$ cat src/rtl/i2c_rx_timer.sv
// i2c_rx_timer: receive-side bit timer for an I2C slave.
// Synchronizes raw SCL/SDA, shifts eight bits MSB first on SCL rises, and
// sequences the ACK slot: byte_received -> ack_prep -> check_ack -> ack_done.
// Optional macro SCL_FILTER_EN: 3-flop synchronizers with a two-sample
// qualified edge detector, so single-cycle SCL glitches produce no edge.
//
// state    | meaning
// ---------+----------------------------------------------------------
// IDLE     | no transfer; SCL edges ignored, waiting for start_found
// RX_BITS  | shifting data bits on SCL rises, falls ignored
// ACK_SLOT | byte complete, ack_prep high, waiting for the ACK-slot rise
// ACK_END  | ACK sampled, waiting for the SCL fall that ends the slot

module i2c_rx_timer (
  input  logic       clk,
  input  logic       n_rst,
  input  logic       scl,
  input  logic       sda_in,
  input  logic       start_found,
  input  logic       stop_found,
  output logic [7:0] rx_data,
  output logic       byte_received,
  output logic       ack_prep,
  output logic       check_ack,
  output logic       ack_bit,
  output logic       ack_done,
  output logic       busy
);

  typedef enum logic [1:0] {
    IDLE     = 2'd0,
    RX_BITS  = 2'd1,
    ACK_SLOT = 2'd2,
    ACK_END  = 2'd3
  } state_t;

  state_t     state;
  logic [3:0] bit_cnt;
  logic       scl_rise;
  logic       scl_fall;
  logic       sda_bit;
  logic       sda_sync_unused;

`ifdef SCL_FILTER_EN
  // index 0 is the first flop (s1); reset to 1 so a released bus looks idle
  logic [2:0] scl_sync;
  logic [2:0] sda_sync;

  // three-deep synchronizers for SCL and SDA
  always_ff @(posedge clk) begin
    if (n_rst) begin
      scl_sync <= 3'b111;
      sda_sync <= 3'b111;
    end else begin
      scl_sync <= {scl_sync[1:0], scl};
      sda_sync <= {sda_sync[1:0], sda_in};
    end
  end

  // an edge needs the new level on two consecutive samples
  assign scl_rise        =  scl_sync[0] &  scl_sync[1] & ~scl_sync[2];
  assign scl_fall        = ~scl_sync[0] & ~scl_sync[1] &  scl_sync[2];
  assign sda_bit         = sda_sync[1];
  assign sda_sync_unused = sda_sync[2];
`else
  // index 0 is the first flop (s1); reset to 1 so a released bus looks idle
  logic [1:0] scl_sync;
  logic [1:0] sda_sync;

  // two-deep synchronizers for SCL and SDA
  always_ff @(posedge clk) begin
    if (n_rst) begin
      scl_sync <= 2'b11;
      sda_sync <= 2'b11;
    end else begin
      scl_sync <= {scl_sync[0], scl};
      sda_sync <= {sda_sync[0], sda_in};
    end
  end

  assign scl_rise        =  scl_sync[0] & ~scl_sync[1];
  assign scl_fall        = ~scl_sync[0] &  scl_sync[1];
  assign sda_bit         = sda_sync[0];
  // the second SDA flop exists only so both lines see identical delay
  assign sda_sync_unused = sda_sync[1];
`endif

  // receive FSM: stop beats start, and either beats a coincident SCL edge
  always_ff @(posedge clk) begin
    if (n_rst) begin
      state         <= IDLE;
      bit_cnt       <= 4'd0;
      rx_data       <= 8'h00;
      byte_received <= 1'b0;
      ack_prep      <= 1'b0;
      check_ack     <= 1'b0;
      ack_bit       <= 1'b1;
      ack_done      <= 1'b0;
    end else begin
      byte_received <= 1'b0;
      check_ack     <= 1'b0;
      ack_done      <= 1'b0;
      if (stop_found) begin
        state    <= IDLE;
        bit_cnt  <= 4'd0;
        ack_prep <= 1'b0;
      end else if (start_found) begin
        state    <= RX_BITS;
        bit_cnt  <= 4'd0;
        ack_prep <= 1'b0;
      end else begin
        case (state)
          RX_BITS: begin
            if (scl_rise) begin
              rx_data <= {rx_data[6:0], sda_bit};
              bit_cnt <= bit_cnt + 4'd1;
              if (bit_cnt == 4'd7) begin
                byte_received <= 1'b1;
                ack_prep      <= 1'b1;
                state         <= ACK_SLOT;
              end
            end
          end
          ACK_SLOT: begin
            if (scl_rise) begin
              check_ack <= 1'b1;
              ack_bit   <= sda_bit;
              ack_prep  <= 1'b0;
              state     <= ACK_END;
            end
          end
          ACK_END: begin
            if (scl_fall) begin
              ack_done <= 1'b1;
              bit_cnt  <= 4'd0;
              state    <= RX_BITS;
            end
          end
          default: begin
          end
        endcase
      end
    end
  end

  assign busy = (state != IDLE);

endmodule

$ cat config.mk
export PLATFORM = sky130hd
export DESIGN_NAME = i2c_rx_timer
export DESIGN_NICKNAME = d
export VERILOG_FILES = /design/src/rtl/i2c_rx_timer.sv
export SDC_FILE = /design/constraint.sdc
export NUM_CORES = 1
export LEC_CHECK = 0
export CAP_MARGIN = 10
export CORE_ASPECT_RATIO = 0.9
export CORE_MARGIN = 5
export CORE_UTILIZATION = 35
export DETAILED_ROUTE_END_ITERATION = 8
export SETUP_SLACK_MARGIN = 0.1
export SLEW_MARGIN = 20
export SYNTH_ARGS = -nofsm -noshare
export SYNTH_HDL_FRONTEND = slang
export SYNTH_SLANG_ARGS = --single-unit
$ cat constraint.sdc
create_clock -name clk -period 2.2 [get_ports clk]
set_input_delay 0.44 -clock clk [delete_from_list [all_inputs] [get_ports clk]]
set_output_delay 0.44 -clock clk [all_outputs]
set_load 0.05 [all_outputs]
Word level (Yosys, flattened, before mapping):

Cells that the tools add are included.

* register bits after elaboration: 22
* bits of input ports: 6
* output and inout port bits: 14
* logic and storage cells: 66

* $add $sub $neg: 1
* eq/ne operators: 12
* multiplexer cells: 16
* bitwise logic cells: 10
* reductions and logical operators: 16

Operator list (number)
* $ne A3 B3 Y1 const B: 4
* $reduce_and A4 Y1: 3
* $reduce_and A5 Y1: 2
* $mux W2: 4
* $mux W4: 2
* $ne A2 B2 Y1 const B: 4
* $not A1 Y1: 8
* $pmux W4 S2: 1
* $reduce_or A4 Y1: 2
* $mux W1: 7
* $pmux W2 S3: 1
* $reduce_bool A2 Y1: 3
* $reduce_or A5 Y1: 1
* $add A4 B1 Y4 const B: 1
* $eq A2 B2 Y1 const B: 2
* $eq A4 B3 Y1 const B: 1
* $reduce_bool A4 Y1: 1
* $reduce_and A3 Y1: 1
* $reduce_bool A3 Y1: 1
* $reduce_or A3 Y1: 1
* $and A1 B1 Y1: 2
* $eq A2 B1 Y1 const B: 1
* $pmux W1 S2: 1
* $reduce_or A2 Y1: 1

Logic depth before layout (Yosys ltp):

Gate-level depths: netlist of the first run.

* depth in word-level cells: 5
* mapped depth: 7
* depth with buffers taken out: 6

Worst setup path after synthesis of the first run:

No wires, ideal clock.

* path kind: flip-flop to flip-flop
* start point: register state[1]
* end point: register rx_data[0]
* setup time: 128 ps
* arrival time: 1520 ps
* required time: 2072 ps
* setup slack: 552 ps
* cell stages (with the launch flop): 8
* buffers on the path: 1
* period minus slack after synthesis: 1648 ps
* cells stage by stage: dfxtp_1 -> inv_1 -> ha_1 -> inv_1 -> or4_1 -> buf_6 -> mux2i_1 -> nor2_1

* longest elaborated chain between the ends: 2

Ends and longest elaborated chain
* start: declaration: line 37 `state_t state;`
* start signal: assignment: line 91 `state <= IDLE;`
* start signal: assignment: line 104 `state <= IDLE;`
* start signal: assignment: line 108 `state <= RX_BITS;`
* $eq A2 B1 Y1: line 112 `case (state)`
* $reduce_and A4 Y1 (no line)
* end signal: assignment: line 115 `rx_data <= {rx_data[6:0], sda_bit};`
* end: declaration: line 21 `output logic [7:0] rx_data,`

No other way between the ends.
A chain may end at the register's enable or synchronous reset.

Final worst setup path of the first run:

* start point: register ack_prep
* end point: output ack_prep

RTL lines
* start: declaration: line 23 `output logic ack_prep,`
* start signal: assignment: line 95 `ack_prep <= 1'b0;`
* start signal: assignment: line 106 `ack_prep <= 1'b0;`
* start signal: assignment: line 110 `ack_prep <= 1'b0;`

No word-level cell between the ends.

==> out/qor.yml, run 1 <==
start_util: 0.362
crit_family: "buffers and inverters"
drt_iter0_drc: 34
drive_above_1_share: 0.140
crit_chain: "clkdlybuf4s50_1"
cp-start-kind: "flop"
tns_ns: 0
grt_pass1_vias: 766
placementRows: 18
final_cell_count_no_fill: 161
total_power_mw: 0.772
crit_path_max_fanout: 3
fin_worst_skew_ns: 0.00186
gp_congestion: 0.763
period_share: 0.880
layout_setup_ws_ns: 0.265
cap_viol_max_count: 0
dr.pass1.iters: 4
synth_cell_types: 32
yosys.area_share.adder: 0.0879
io_buffers: 19
fp.coreArea_sq_um: 2750
required_ns: 1.76
cts_hold_buf: 0
fin_hold_ws_ns: 0.494
die_area_sq_um: 4010
syn_area_sq_um: 996
ir_worst_vdd_v: 0.000309
drc: 0
slew_headroom: 0.660
synth-compound-area-share: 0.109
cts_max_level: 1
worst-endpoint-arrival_ns: 1.50
grt_pass1_wl_um: 3370
final_core_util: 0.470
wl_per_cell_um: 11.8
grt_overflow_total: 0
power_density_nw_per_um2: 597
crit_buf_inv: 1
yosys.area_share.simple: 0.198
clock.fmax_mhz: 517
endpoint_kind: "primary output"
fin_crit_ns: 1.94
antenna_left: 0
hpwl_um: 1460
synth_area_per_cell_sq_um: 10.2
clock-root-buffer: "clkbuf_4"
grt_max_degree: 16
dp.cells: 157
cpMaxStageDelayCell: "clkdlybuf4s50_1"
antenna_found_initial: 0
vias: 761
max_slew.worst_pin.slew_ns: 0.507
p_leak_nw: 0.535
critical_path_class: "reg2out"
final_nets: 135
cpPeakStageDelay_ns: 0.82
final_area_sq_um: 1290
yosysWarnings: 0
hold_violations: 0
finalSetupViolations: 0
num_antenna_cells: 0
cts_buffer_depth: 2
hold_class: "reg2reg"
area_delta_synth_final_pct: 29.8
cts_tree: "done"
grt_setup_unrepaired: "no"
synth_top_family_by_area: "simple AND/OR/NAND/NOR gates"
routed_wl_um: 1900
muxShareOfSynthArea: 0.101
syn-num-nets: 111
status: "complete, no violations"
via_per_inst: 4.73
dpl_worst_slack_ns: 0.141
clock_sinks: 22
clk_latency_ns: 0.30
synthXorXnorAreaFrac: 0.0264
dpl-instance-area_sq_um: 1240
clk_pin_slew_worst_paths_ns: 0.12
slew_violations: 0
synthCells: 98
synth.ff_latch_count: 22
die_h_um: 60.6
die_w_um: 66.2
ioPinCount: 20
numCtsBuffers: 3
groute.usage.overall: 0.109
yosysSeqAreaShare: 0.442
fillers: 272
## synth_stat cells (all sizes together)
cell     number  share of area
xor2          2          0.018
clkbuf        1         0.0038
and2          1         0.0063
o21bai        1         0.0075
dfxtp        22           0.44
mux2i        10           0.10
o22ai         1         0.0063
a2bb2oi       1         0.0088
o31ai         1         0.0075
o221a         1          0.011
nor3          4          0.020
o2111ai       1         0.0088
and4bb        2          0.025
nand2         2         0.0075
nor2         13          0.049
o21ai         2          0.010
a21boi        1         0.0075
nor4          1         0.0063
buf           2          0.016
a21oi         1         0.0050
inv           4          0.015
a211oi        2          0.015
nand2b        5          0.031
nand3b        2          0.015
or2           3          0.019
and4b         1          0.011
xnor2         1         0.0088
a31oi         1         0.0063
ha            7          0.088
a2111oi       1          0.015
or4           1         0.0075
## power breakdown
group | switching (mW) | total (mW) | leakage, nW | internal, mW
registers | 0.00582 | 0.408 | 0.178 | 0.403
clock network | 0.122 | 0.306 | 0.0279 | 0.184
logic | 0.0301 | 0.0577 | 0.329 | 0.0276
total | 0.158 | 0.772 | 0.535 | 0.614
## path summary, 6_finish.rpt
check,from,end,slack [ns],depth (start not counted)
max,ack_prep$_SDFFE_PP0P_,ack_prep,0.26,1
max reg2reg,state[1]$_SDFFE_PP0P_,rx_data[2]$_SDFFE_PP0P_,0.36,6
min reg2reg,sda_sync[0]$_SDFF_PP1_,ack_bit$_SDFFE_PP1P_,0.49,2
min,sda_sync[0]$_SDFF_PP1_,ack_bit$_SDFFE_PP1P_,0.49,2
## state kept, by name (all words and copies together) (netlist names)
register,count
rx_data,8
bit_cnt,4
scl_sync,2
state,2
ack_bit,1
ack_done,1
ack_prep,1
byte_received,1
check_ack,1
sda_sync,1
## cell usage in the layout, fill, tap and decap left out, types with 3 or more instances in the layout
| cell type | count |
|---|---|
| inv_1 | 4 |
| ha_1 | 7 |
| mux2i_1 | 10 |
| nor2_1 | 13 |
| nand2b_1 | 5 |
| clkbuf_4 | 3 |
| or2_2 | 3 |
| dfxtp_1 | 22 |
| clkdlybuf4s50_1 | 18 |
| nor3_1 | 4 |
| buf_4 | 4 |
## logic make-up after synthesis
logic type	after synthesis
and+or+nand+nor	35
DFF	22
AOI/OAI and AO/OA	14
muxes	10
buffers and inverters	7
adders and majority gates	7
xor gates and xnor gates	3
## area by class of cell
| class | count | area [sq um] | area share |
|---|---|---|---|
| repair buffers | 22 | 210 | 0.163 |
| clock inverters | 1 | 30.0 | 0.0232 |
| multi-input cells | 69 | 524 | 0.406 |
| clock buffers | 3 | 22.5 | 0.0174 |
| inverters | 4 | 15.0 | 0.0116 |
| well taps | 40 | 50.0 | 0.0387 |
| flip-flops and latches | 22 | 440 | 0.341 |
## repair_timing
item                       in CTS  in global routing
setup endpoints to repair       0                  7
buffers inserted                0                  0
gates resized for setup         0                  1
## metal layers
layer / track usage / vias up / share of wire
li1: - / 388 / -
met1: 0.139 / 357 / 0.48
met2: 0.170 / 14 / 0.47
met3: 0.0259 / 2 / 0.040
met4: 0.0609 / 0 / 0.015
met5: 0 / - / 0
(Power assumes the default switching activity.)
==> inputs of run 2 (changes only) <==
--- a/config.mk
+++ b/config.mk
@@ -9,6 +9,7 @@
 export CORE_ASPECT_RATIO = 0.9
 export CORE_MARGIN = 5
 export CORE_UTILIZATION = 35
+export CTS_CLUSTER_SIZE = 25
 export DETAILED_ROUTE_END_ITERATION = 8
 export SETUP_SLACK_MARGIN = 0.1
 export SLEW_MARGIN = 20
==> results of run 2 <==
The final DEF is identical to that of run 1; final timing and power are the same.
==> inputs of run 3 (changes only) <==
--- a/config.mk
+++ b/config.mk
@@ -12,7 +12,7 @@
 export CTS_CLUSTER_SIZE = 25
 export DETAILED_ROUTE_END_ITERATION = 8
 export SETUP_SLACK_MARGIN = 0.1
-export SLEW_MARGIN = 20
+export SLEW_MARGIN = 5
 export SYNTH_ARGS = -nofsm -noshare
 export SYNTH_HDL_FRONTEND = slang
 export SYNTH_SLANG_ARGS = --single-unit
==> constraint.sdc (replaced) <==
create_clock -name clk -period 2.3 [get_ports clk]
set_input_delay 0.46 -clock clk [delete_from_list [all_inputs] [get_ports clk]]
set_output_delay 0.46 -clock clk [all_outputs]
set_load 0.05 [all_outputs]
==> run 3 against run 2 <==
Effect of this change: final cell count unchanged; sequential power down 4%; cell area shrank 0.29%; largest cell class unchanged; clock skew grew 0.0082 ns; count of clock-buffer cells in the layout unchanged; flip-flop and latch count unchanged; critical endpoint is now rx_data[2]$_SDFFE_PP0P_; combinational power is 7.5% lower.
==> out/qor.yml, run 3 (synthesized netlist as in run 1, its figures left out) <==
p_clk_frac: 0.398
grt_setup_unrepaired: "no"
hpwl_um: 1420
start_util: 0.362
clk_latency_ns: 0.31
area_delta_synth_final_pct: 29.4
critical_path_class: "reg2reg"
power_frac_seq: 0.530
period_share: 0.865
cap_viol_max_count: 0
groute.usage.overall: 0.102
fp.coreArea_sq_um: 2750
cts_tree: "done"
antenna_left: 0
die_h_um: 60.6
cts_max_level: 1
drt_iter0_drc: 51
layout_common_cells: "22 x dfxtp_1, 18 x clkdlybuf4s50_1, 13 x nor2_1"
ir_worst_vdd_v: 0.000213
wl_per_cell_um: 11.3
grt_max_degree: 16
hold_class: "reg2reg"
fin_crit_ns: 1.99
postCtsSetupBuffers: 0
clock.fmax_mhz: 502
die_area_sq_um: 4010
cp-start-kind: "flop"
max_slew.worst_pin.slew_ns: 0.500
cts_hold_buf: 0
crit_path_max_fanout: 9
slew_violations: 0
grt_overflow_total: 0
regMostFlops: "rx_data"
grt_pass1_vias: 687
internal_power_mw: 0.587
reg2reg_slack_ns: 0.31
num_antenna_cells: 0
ctsResizeCount: 0
vias: 758
finalSetupViolations: 0
grt_pass1_wl_um: 3120
fillers: 278
status: "complete, no violations"
io_buffers: 19
p_comb_frac: 0.073
power_density_nw_per_um2: 572
layout_commonest_cell: "dfxtp_1"
endpoint_kind: "flop"
worst-endpoint-arrival_ns: 2.21
drc: 0
clk_pin_slew_worst_paths_ns: 0.13
tns_ns: 0
dr.pass1.iters: 4
switching_power_mw: 0.150
ioPinCount: 20
die_w_um: 66.2
final_core_util: 0.469
largest_reg_flops: 8
numCtsBuffers: 3
placementRows: 18
cts_buffer_depth: 2
drive_above_1_share: 0.132
final_nets: 135
via_per_inst: 4.71
required_ns: 2.52
top_regs: "rx_data: 8 flops, bit_cnt: 4 flops"
slew_headroom: 0.665
clock_sinks: 22
p_leak_nw: 0.534
clock-root-buffer: "clkbuf_4"
routed_wl_um: 1820
hold_violations: 0
fin_worst_skew_ns: 0.0101
antenna_found_initial: 0
gp_congestion: 0.734
p_sw_frac: 0.203
## run 3: worst paths after layout
kind,endpoint,from,cells after the start
max,rx_data[2]$_SDFFE_PP0P_,state[1]$_SDFFE_PP0P_,6
min,ack_bit$_SDFFE_PP1P_,sda_sync[0]$_SDFF_PP1_,2
max reg2reg,rx_data[2]$_SDFFE_PP0P_,state[1]$_SDFFE_PP0P_,6
min reg2reg,ack_bit$_SDFFE_PP1P_,sda_sync[0]$_SDFF_PP1_,2
## run 3: power by group through the flow
| stage | registers [mW] | clock network, mW | logic, mW |
|---|---|---|---|
| after floorplan | 0.398 | 0 | 0.0307 |
| after global placement | 0.399 | 0 | 0.0526 |
| after detailed placement | 0.399 | 0 | 0.0538 |
| after CTS | 0.391 | 0.303 | 0.0540 |
| after global routing | 0.392 | 0.314 | 0.0588 |
| final | 0.390 | 0.293 | 0.0534 |
## run 3: area by class of cell
| type | count | area, sq um | area share |
|---|---|---|---|
| Sequential cell | 22 | 440 | 0.342 |
| Multi-Input combinational cell | 69 | 520 | 0.404 |
| Timing Repair Buffer | 22 | 210 | 0.163 |
| Tap cell | 40 | 50.0 | 0.0388 |
| Clock inverter | 1 | 30.0 | 0.0233 |
| Clock buffer | 3 | 22.5 | 0.0175 |
| Inverter | 4 | 15.0 | 0.0117 |
## run 3: stage by stage
step                      power, mW  hold slack [ns]  setup slack, ns  cell area, sq um  instances
after floorplan               0.429            0.448            0.652               996         98
after global placement        0.452            0.468            0.172              1240        157
after detailed placement      0.453            0.465            0.158              1240        157
after CTS                     0.747            0.504            0.311              1290        161
after global routing          0.765            0.533            0.171              1290        161
final                         0.737            0.498            0.310              1290        161
## run 3: critical path: stages (launching register included)
cell     delay (ns)
dfxtp_1        0.39
inv_1          0.13
ha_1           0.26
inv_1          0.10
or4_1          0.73
mux2i_1        0.24
nor2_1         0.05
## run 3: routing by layer
metal / wire [um] / global-route usage / up-vias / part of all wire
li1: - / - / 391 / -
met1: 890 / 0.135 / 347 / 0.49
met2: 807 / 0.150 / 16 / 0.44
met3: 88 / 0.0278 / 4 / 0.048
met4: 33 / 0.0609 / 0 / 0.018
met5: 0 / 0 / - / 0
==> RTL change 1 (flow settings as in run 2) <==
Encoding of `state_t`: now Gray code (2 bits for 4 states).
--- a/src/rtl/i2c_rx_timer.sv
+++ b/src/rtl/i2c_rx_timer.sv
@@ -28,10 +28,10 @@
 );
 
   typedef enum logic [1:0] {
-    IDLE     = 2'd0,
-    RX_BITS  = 2'd1,
-    ACK_SLOT = 2'd2,
-    ACK_END  = 2'd3
+    IDLE     = 2'b00,
+    RX_BITS  = 2'b01,
+    ACK_SLOT = 2'b11,
+    ACK_END  = 2'b10
   } state_t;
 
   state_t     state;
Check against the original RTL: no difference found for any inputs over 10 cycles, from zero or initial values and one cycle with n_rst high; not proved beyond that.
==> RTL change 1 against run 2 <==
Sequential cell count stayed put; critical endpoint is now rx_data[0]; synthesized area is 8.5% lower; die area is 7.2% lower; combinational power is 40% lower; sequential power hardly changed; fmax is 1.1% higher; critical path depth stayed put; total power is 3.0% lower; cell area is 9.2% lower; clock skew is 0.0052 ns higher; setup slack better by 0.022 ns; wire length is 9.0% lower.
==> RTL change 1: results (changes against run 2) <==
* Cell area power density at 638 mW/mm² (was 597 mW/mm²)
* Fraction of layout cells with a size suffix above 1 at 12.6% (was 14.0%)
* Post-CTS Resized at 0 (unchanged)
* Vias/cell at 4.98 (was 4.73)
* Met2 WL at 827 µm (was 885 µm)
* Unique masters post-synth at 27 (was 32)
* Pre-antenna DRT Iters at 3 (was 4)
* Pin count of the biggest net entering global routing at 14 (was 16)
* Synth Net Count at 97 (was 111)
* Commonest cells in the netlist: 22 x dfxtp_1, 9 x mux2i_1, 9 x nand2b_1 (was 22 x dfxtp_1, 13 x nor2_1, 10 x mux2i_1, 7 x ha_1, 5 x nand2b_1)
* Max IR drop VDD at 0.000608 V (was 0.000309 V)
* DRT iter0 DRCs at 17 (was 34)
* Prevailing post-synth register cell: dfxtp_1 (unchanged)
* Met3 wire len at 107 µm (was 75 µm)
* DRT met1 WL at 768 µm (was 906 µm)
* Ys Warns at 0 (unchanged)
* R2R Setup Slk at 0.73 ns (was 0.36 ns)
* Ys async rst share at 0% (unchanged)
* Crit-path max cell delay at just over 0.8 ns
* Status: completed (unchanged)
* Met3 usage at 4.96% (was 2.59%)
* Lkg Pwr at 0.402 nW (was 0.535 nW)
* First-pass GRT wire length at 2930 µm (was 3370 µm)
* Met2 usage at 16.1% (was 17.0%)
* Arrival time worst endpoint at 1.47 ns (was 1.50 ns)
* Area share of fa/ha/maj cells after synthesis at 1.37% (was 8.79%)
* CP max-delay cell: clkdlybuf4s50_1 (unchanged)
* GRT Util Overall at 9.93% (was 10.9%)
* Clock group at 0.306 mW (about the same)
* Filler instances at 233 (was 272)
* Multiplexer area fraction after synthesis at 9.89% (was 10.1%)
* Post-synthesis compound-gate area fraction at 7.01% (was 10.9%)
* Sequential power share at 54.5% (was 52.9%)
* Synth area leaders: dfxtp_1 48%, mux2i_1 9.9%, nand2b_1 6.2% (was dfxtp_1 44%, mux2i_1 10%, ha_1 8.8%)
* Vias in the first global route at 680 (was 766)
* Normalized max-slew margin at 65.4% (was 66.0%)
* Layout net count at 119 (was 135)
* HPWL after DPL at 1290 µm (was 1460 µm)
* Sequential cell area fraction in the yosys report at 48.4% (was 44.2%)
* Global Route met1 Usage at 11.3% (was 13.9%)
* Max-Cap Viols at 0 (unchanged)
* Post-Syn Instances at 90 (was 98)
* P_int at 0.605 mW (was 0.614 mW)
* Depth of the CTS H-tree at 1 (unchanged)
* Max layer used: met4 (unchanged)
* Avg WL per Cell at 12.4 µm (was 11.8 µm)
* CP Max Fanout at 2 (was 3)
* Gp weighted congestion at 0.781 (was 0.763)
* Setup Skew at 0.00704 ns (was 0.00186 ns)
* Post-synthesis xor/xnor area fraction at 0.962% (was 2.64%)
-- RTL change 1: cell count changes in the layout (fill, tap and decap cells not counted), moves of 2 or more --
| cell | run 2 | this run |
|---|---|---|
| a21oi_1 | 1 | 5 |
| buf_4 | 4 | 2 |
| ha_1 | 7 | 1 |
| nand2_1 | 2 | 4 |
| nand2b_1 | 5 | 9 |
| nand3_1 | 0 | 2 |
| nor2_1 | 13 | 5 |
| nor3_1 | 4 | 2 |
| nor3_2 | 0 | 2 |
| or3_1 | 0 | 5 |
| xor2_1 | 2 | 0 |
-- RTL change 1: cell type report --
type,count,share of cell area [%]
clock buffers,3,1.92
clock inverters,1,2.56
multi-input cells,61,37.1
well taps,28,2.99
repair buffers,20,16.6
flip-flops and latches,22,37.5
inverters,4,1.28
-- RTL change 1: worst paths after layout --
check | startpoint | endpoint | cells after the start
min reg2reg | ack_prep$_SDFFE_PP0P_ | ack_prep$_SDFFE_PP0P_ | 2
max reg2reg | scl_sync[0]$_SDFF_PP1_ | rx_data[0]$_SDFFE_PP0P_ | 3
min | ack_prep$_SDFFE_PP0P_ | ack_prep$_SDFFE_PP0P_ | 2
max | rx_data[0]$_SDFFE_PP0P_ | rx_data[0] | 1
-- RTL change 1: per-stage QoR --
| step | setup WS, ns | utilization (%) | cell area (µm²) | hold slack, ns | cells |
|---|---|---|---|---|---|
| 2_1_floorplan | 0.918 | - | 911 | 0.452 | 90 |
| 3_3_place_gp | 0.430 | 45.4 | 1120 | 0.433 | 135 |
| 3_5_place_dp | 0.391 | 45.4 | 1120 | 0.444 | 135 |
| 4_1_cts | 0.265 | 47.6 | 1170 | 0.462 | 139 |
| 5_1_grt | 0.226 | 47.6 | 1170 | 0.504 | 139 |
| 6_report | 0.286 | 47.6 | 1170 | 0.458 | 139 |
==> RTL change 2 (flow settings as in run 2) <==
Made on the original files. Add a define of `SCL_FILTER_EN`.
--- a/src/rtl/i2c_rx_timer.sv
+++ b/src/rtl/i2c_rx_timer.sv
@@ -10,6 +10,8 @@
 // RX_BITS  | shifting data bits on SCL rises, falls ignored
 // ACK_SLOT | byte complete, ack_prep high, waiting for the ACK-slot rise
 // ACK_END  | ACK sampled, waiting for the SCL fall that ends the slot
+
+`define SCL_FILTER_EN
 
 module i2c_rx_timer (
   input  logic       clk,
Check against the original RTL: not equivalent (Yosys sat finds a counterexample within 4 cycles, from zero or initial values and one cycle with n_rst high).
==> RTL change 2 against run 2 <==
Synthesized cell count grew 6.1%; synthesized area is 3.0% higher; wire length up 2.2%; clock power decreased by 28%; combinational power decreased by 16%; via count is 3.0% higher; total power is 7.6% lower; sequential cell count is 2 higher; utilization fell by 0.11 points; cell area up 0.58%; setup slack lost 0.011 ns; largest power group unchanged.
==> RTL change 2: results (changes against run 2) <==
* Status: completed (unchanged)
* Post-Place Worst Slack at 0.256 ns (was 0.141 ns)
* Fin util at 46.9% (was 47.0%)
* Hold Crit Endpoint: sda_sync[1]$_SDFF_PP1_ (was ack_bit$_SDFFE_PP1P_)
* Met3 usage at 4.01% (was 2.59%)
* Synth Net Count at 117 (was 111)
* Via Count at 784 (was 761)
* Gp weighted congestion at 0.837 (was 0.763)
* First-pass GRT wire length at 3000 µm (was 3370 µm)
* P_int at 0.565 mW (was 0.614 mW)
* DRT iter0 DRCs at 10 (was 34)
* Fraction of area in multi-input gates at 39.8% (was 40.6%)
* Filler instances at 282 (was 272)
* Clock group at 0.220 mW (was 0.306 mW)
* Fraction of layout cells with a size suffix above 1 at 11.1% (was 14.0%)
* Inverter count at 5 (was 4)
* Non-Filler Instances at 166 (was 161)
* Placed cells at 162 (was 157)
* Core Region at 0.00277 mm² (was 0.00275 mm²)
* GRT Util Overall at 9.63% (was 10.9%)
* Clkbuf count at 4 (was 3)
* Largest registers: rx_data (8), bit_cnt (4), scl_sync (3) (was rx_data (8), bit_cnt (4))
* Commonest cells in the netlist: 24 x dfxtp_1, 14 x nor2_1, 10 x mux2i_1, 7 x ha_1 (was 22 x dfxtp_1, 13 x nor2_1, 10 x mux2i_1, 7 x ha_1, 5 x nand2b_1)
* HPWL after DPL at 1510 µm (was 1460 µm)
* Arrival time worst endpoint at approximately 1.5 ns
* Normalized max-slew margin at 65.7% (was 66.0%)
* CP top delay family: buffers and inverters (unchanged)
* NonClk Buf Share at 15.0% (was 16.3%)
* Sequential cell area fraction in the yosys report at 46.8% (was 44.2%)
* Sequential cell area at 482 µm² (was 440 µm²)
* Min Hold Slack at 0.427 ns (was 0.494 ns)
* R2r endpoint: state[0]$_SDFFE_PP0P_ (was rx_data[2]$_SDFFE_PP0P_)
* Avg Inst Size Synth at 9.87 µm² (was 10.2 µm²)
* Count of plain and timing-repair buffers in the layout at 20 (was 22)
* Global Route met1 Usage at 11.5% (was 13.9%)
* R2R Setup Slk at 0.27 ns (was 0.36 ns)
* Reg-to-Reg Start: state[0]$_SDFFE_PP0P_ (was state[1]$_SDFFE_PP0P_)
* Lkg Pwr at 0.485 nW (was 0.535 nW)
* Clock sink total at 24 (was 22)
* Synth area leaders: dfxtp_1 47%, mux2i_1 9.8%, ha_1 8.5% (was dfxtp_1 44%, mux2i_1 10%, ha_1 8.8%)
* DRT met1 WL at 911 µm (was 906 µm)
* Clock network share of area at 2.79% (was 4.07%)
* Max IR drop VDD at 0.000417 V (was 0.000309 V)
* #MultiIn Comb at 73 (was 69)
* Worst Hold Depth at 1 (was 2)
* Sequential Power at 0.445 mW (was 0.408 mW)
* Layout net count at 140 (was 135)
* Met2 usage at 16.5% (was 17.0%)
* Setup Skew at 0.00417 ns (was 0.00186 ns)
* Unique masters post-synth at 31 (was 32)
* Met3 wire len at 62 µm (was 75 µm)
* Post-placement cell area at 0.00126 mm² (was 0.00124 mm²)
* DRT Wirelength at 1940 µm (was 1900 µm)
* Vias in the first global route at 685 (was 766)
RTL change 2: cell families (layout without fill, tap and decap cells):
family / count (synthesis) / after routing / share of synthesized area (%)
adders and majority gates: 7 / 7 / 8.54
muxes: 10 / 10 / 9.76
DFF: 24 / 24 / 46.8
and+or+nand+nor: 42 / 42 / 23.5
AOI/OAI and AO/OA: 14 / 14 / 8.66
buffers and inverters: 7 / 29 / 2.68
RTL change 2: how the worst max path moves through the flow:
stage                                         end  cells after the start                     from  slack, ns
after floorplan             state[0]$_SDFFE_PP0P_                      6    state[0]$_SDFFE_PP0P_       0.40
after global placement    rx_data[7]$_SDFFE_PP0P_                      5              start_found       0.25
after detailed placement  rx_data[2]$_SDFFE_PP0P_                      5              start_found       0.26
after CTS                   state[0]$_SDFFE_PP0P_                      6    state[0]$_SDFFE_PP0P_       0.22
after global routing        state[0]$_SDFFE_PP0P_                      6    state[0]$_SDFFE_PP0P_       0.15
final                                  rx_data[5]                      1  rx_data[5]$_SDFFE_PP0P_       0.25
